**src/rtl/instr_fetch.sv**
```systemverilog
// Fetch stage: owns the PC, runs the imem req/ack handshake and presents one registered instruction.
// Optional misaligned-branch fault state and sticky fetch_fault port: define INSTR_FETCH_MISALIGN_CHECK_EN.
module instr_fetch #(
  parameter int unsigned     XLEN     = 32,
  parameter logic [XLEN-1:0] RESET_PC = '0
) (
  input  logic            clk,
  input  logic            rst_n,
  output logic            imem_req,
  output logic [XLEN-1:0] imem_addr,
  input  logic            imem_ack,
  input  logic [XLEN-1:0] imem_rdata,
  input  logic            stall,
  input  logic            branch_taken,
  input  logic [XLEN-1:0] branch_target,
  output logic            instr_valid,
  output logic [XLEN-1:0] instr,
  output logic [XLEN-1:0] pc,
  output logic [6:0]      opcode,
  output logic [2:0]      funct3,
  output logic [6:0]      funct7
`ifdef INSTR_FETCH_MISALIGN_CHECK_EN
  ,
  output logic            fetch_fault
`endif
);

  localparam logic [XLEN-1:0] NOP_INSTR = XLEN'(32'h0000_0013);
  localparam logic [XLEN-1:0] PC_STEP   = XLEN'(4);
  localparam logic [XLEN-1:0] ALIGN_MSK = ~XLEN'(3);

  typedef enum logic [1:0] {
    S_IDLE  = 2'd0,
    S_REQ   = 2'd1,
    S_VALID = 2'd2
`ifdef INSTR_FETCH_MISALIGN_CHECK_EN
    ,
    S_FAULT = 2'd3
`endif
  } state_e;

  state_e          state_q, state_d;
  logic [XLEN-1:0] pc_q, pc_d;
  logic [XLEN-1:0] instr_q, instr_d;
  logic            instr_valid_q, instr_valid_d;
  logic            imem_req_q, imem_req_d;
`ifdef INSTR_FETCH_MISALIGN_CHECK_EN
  logic            fetch_fault_q, fetch_fault_d;
`endif

  // State and output registers
  always_ff @(posedge clk or negedge rst_n) begin
    if (!rst_n) begin
      state_q       <= S_IDLE;
      pc_q          <= RESET_PC;
      instr_q       <= NOP_INSTR;
      instr_valid_q <= 1'b0;
      imem_req_q    <= 1'b0;
`ifdef INSTR_FETCH_MISALIGN_CHECK_EN
      fetch_fault_q <= 1'b0;
`endif
    end else begin
      state_q       <= state_d;
      pc_q          <= pc_d;
      instr_q       <= instr_d;
      instr_valid_q <= instr_valid_d;
      imem_req_q    <= imem_req_d;
`ifdef INSTR_FETCH_MISALIGN_CHECK_EN
      fetch_fault_q <= fetch_fault_d;
`endif
    end
  end

  // Next-state logic; branch inputs matter only on the consume edge
  always_comb begin
    state_d       = state_q;
    pc_d          = pc_q;
    instr_d       = instr_q;
    instr_valid_d = instr_valid_q;
`ifdef INSTR_FETCH_MISALIGN_CHECK_EN
    fetch_fault_d = fetch_fault_q;
`endif
    case (state_q)
      S_IDLE: state_d = S_REQ;
      S_REQ: begin
        if (imem_ack) begin
          instr_d       = imem_rdata;
          instr_valid_d = 1'b1;
          state_d       = S_VALID;
        end
      end
      S_VALID: begin
        if (!stall) begin
          instr_valid_d = 1'b0;
          state_d       = S_REQ;
          if (branch_taken) begin
`ifdef INSTR_FETCH_MISALIGN_CHECK_EN
            pc_d = branch_target;
            if (branch_target[1:0] != 2'b00) begin
              state_d       = S_FAULT;
              fetch_fault_d = 1'b1;
            end
`else
            pc_d = branch_target & ALIGN_MSK;
`endif
          end else begin
            pc_d = pc_q + PC_STEP;
          end
        end
      end
`ifdef INSTR_FETCH_MISALIGN_CHECK_EN
      S_FAULT: state_d = S_FAULT;
`endif
      default: state_d = S_IDLE;
    endcase
    // Request is a registered decode of the state being entered
    imem_req_d = (state_d == S_REQ);
  end

  assign imem_req    = imem_req_q;
  assign imem_addr   = pc_q;
  assign pc          = pc_q;
  assign instr       = instr_q;
  assign instr_valid = instr_valid_q;
  assign opcode      = instr_q[6:0];
  assign funct3      = instr_q[14:12];
  assign funct7      = instr_q[31:25];
`ifdef INSTR_FETCH_MISALIGN_CHECK_EN
  assign fetch_fault = fetch_fault_q;
`endif

endmodule

```
**config.mk**
```make
export PLATFORM = sky130hd
export DESIGN_NAME = instr_fetch
export DESIGN_NICKNAME = d
export VERILOG_FILES = /design/src/rtl/instr_fetch.sv
export SDC_FILE = /design/constraint.sdc
export NUM_CORES = 1
export LEC_CHECK = 0
export CAP_MARGIN = 20
export CORE_UTILIZATION = 41
export DETAILED_ROUTE_END_ITERATION = 12
export GPL_TIMING_DRIVEN = 0
export PLACE_DENSITY_LB_ADDON = 0.2
export SETUP_SLACK_MARGIN = 0.5
export SLEW_MARGIN = 20
export SYNTH_ARGS = -nofsm -noshare
export SYNTH_HDL_FRONTEND = slang
export SYNTH_SLANG_ARGS = --single-unit
```
**constraint.sdc**
```tcl
create_clock -name clk -period 2.35 [get_ports clk]
set_clock_uncertainty 0.2 [all_clocks]
set_input_delay 0.235 -clock clk [delete_from_list [all_inputs] [get_ports clk]]
set_output_delay 0.235 -clock clk [all_outputs]
set_load 0.03 [all_outputs]
```
==> impl_metrics.ini <==
[layout]
layout_commonest_cell = buf_4
drive_gt1_frac = 0.379
synthToLayoutAreaGrowth_pct = 78.6
final_cell_mix = 105 x buf_4, 87 x dlygate4sd2_1, 77 x clkdlybuf4s50_1
seqCellArea_um2 = 1680
multi_input_area_um2 = 1860
num-fill-cells = 625
nets = 698
antennaDiodeCount = 0

[logic_synthesis]
synth_edf_count = 0
synth_ff_type = dfrtp_1
syn_area_um2 = 3700
syn-instance-count = 378
yosys_warnings = 0
async_flop_share = 1.00
synth_seq_cells = 66
synth.distinct_cells = 52
syn_area_per_cell_um2 = 9.79
yosysSeqAreaShare = 0.447

[clock_network]
cts.path.max_buffers = 2
clock_latency_ns = 0.35
htree_levels = 3
clk_pin_slew_ns = 0.08
clock-sinks = 66
numCtsBuffers = 9
clock-root-buffer = clkbuf_8
tritoncts = yes

[worst_setup_path]
critPathRequiredTime_ns = 2.41
crit_fanout = 5
crit_path_start_kind = flop
reg2reg_depth = 6
endpoint_kind = flop
criticalPathCategory = flop to flop
worstPathArrival_ns = 2.21

[routing]
drtIter0Drc = 300
drc = 0
totalWireLength_um = 13400
wl_met3_um = 1090
wl_met2_um = 7040
dr.pass1.iters = 5
ant_nets = 0
dr_total_vias = 4129
wl_met1_um = 4900
routed_via_density = 5.57
highest_layer = met4
wl_per_cell_um = 18.1

[placement]
gp_congestion = 0.899
io_buffers = 176
hpwl_um = 8360

[global_routing]
antenna_found_initial = 0
grt_pass1_wl_um = 19800
grt_pass1_vias = 3950
track_usage = 0.263
overflow = 0
grt_max_degree = 51

[timing]
rsz0062_at_grt = true
finalHoldViolCount = 0
finalCriticalPeriod_ns = 2.15
drv_slew = 0
relSlewSlack = 0.559
max_freq_mhz = 465
setup_viol_count_final = 0
tightest_slew_ns = 0.661
fin_tns_setup_ns = 0
holdWs_ns = 0.126
period_share = 0.916

[outcome]
status = complete, no violations

[floorplanning]
die_area_um2 = 9410
start_util = 0.424
coreArea_um2 = 8720
die_x_um = 97.0
die_h_um = 97.0
num_rows = 34
ios = 184

[run]
drv_cap = 0

[pwr]
ir_drop_v = 0.000756
p_leak_nw = 3.09
power_density_nw_per_um2 = 1290

[hold_path]
min_path_type = input pin to async pin
## power by group
| part | switching, mW | internal (mW) |
|---|---|---|
| Combinational | 2.89 | 2.33 |
| Sequential | 0.619 | 1.70 |
| Clock | 0.467 | 0.516 |
## cells in the mapped netlist (2+ instances only)
cell	instances	area [um^2]
o31ai_1	2	15.0
o21ai_0	31	155
nand3_1	14	70.1
and3_1	6	37.5
dfstp_2	3	78.8
nand2_1	17	63.8
a22oi_1	5	37.5
o211ai_1	3	22.5
buf_1	3	11.3
nor2_1	20	75.1
buf_4	51	383
nand4_1	8	50.1
and2_1	3	18.8
o2bb2ai_1	3	26.3
a31oi_1	3	18.8
or3_1	7	43.8
a211oi_1	3	22.5
mux2_2	32	360
a32oi_1	4	35.0
nor3_1	9	45.0
nor4_1	7	43.8
clkbuf_1	16	60.1
o22a_1	3	26.3
inv_1	8	30.0
a21oi_1	25	125
a311oi_1	4	35.0
dfrtp_1	63	1580
## timing repair
item,4_1_cts,5_1_grt
setup buffers,38,20
endpoints found under the hold margin,63,0
hold buffers,1,0
setup endpoints to repair,141,64
pin swaps,15,14
gates resized for setup,126,53
## cells by family after synthesis
group / share of synthesized area
compound gates: 0.162
fa+ha+maj: 0.00338
buf+inv: 0.132
flops: 0.447
mux: 0.100
other cells: 0.00101
simple gates: 0.155
## registers in the layout, indices dropped and copies added, names as in the netlist
| name | count |
|---|---|
| instr | 32 |
| imem_addr | 30 |
| state_q | 2 |
| imem_req | 1 |
| instr_valid | 1 |
## critical path: stages (launching register included)
cell and delay (ns):
dfrtp_2 0.44, nand2_4 0.08, or4_4 0.54, buf_8 0.15, nor4_4 0.17, nand4_1 0.20, a221oi_2 0.27
## routing by layer
layer  vias to the layer above  track usage
met5                         -            0
met4                         0       0.0976
met3                        36       0.0520
met2                       249        0.454
met1                      2015        0.323
li1                       1829            -
## final timing paths
path / from / to / slack [ns]
min reg2reg: instr[23] / instr[23] / 0.31
min in group clk: imem_rdata[8] / instr[8] / 0.30
max: imem_addr[15] / imem_addr[29] / 0.20
max reg2reg: imem_addr[15] / imem_addr[29] / 0.20
min: rst_n / instr[14] / 0.13
max in group asynchronous: rst_n / instr[1] / 1.24
## per-stage QoR
step	power, mW	util	instances	setup slack (ns)	instance area (um^2)
floorplan	5.27	-	381	0.259	3840
global placement	7.29	0.658	665	-1.69	5740
detailed placement	7.42	0.661	666	-0.127	5760
CTS	8.28	0.723	721	0.300	6300
global route	8.90	0.758	741	0.187	6610
finish	8.52	0.758	741	0.198	6610
## final cells by class
cell class / count / area share
plain buffers: 71 / 0.0810
clock buffers: 11 / 0.0214
inverters: 8 / 0.00454
clock inverters: 5 / 0.00833
repair buffers: 236 / 0.329
flip-flops and latches: 66 / 0.254
well taps: 108 / 0.0204
multi-input cells: 236 / 0.281
Note: power is estimated with default switching activity, not from simulation.
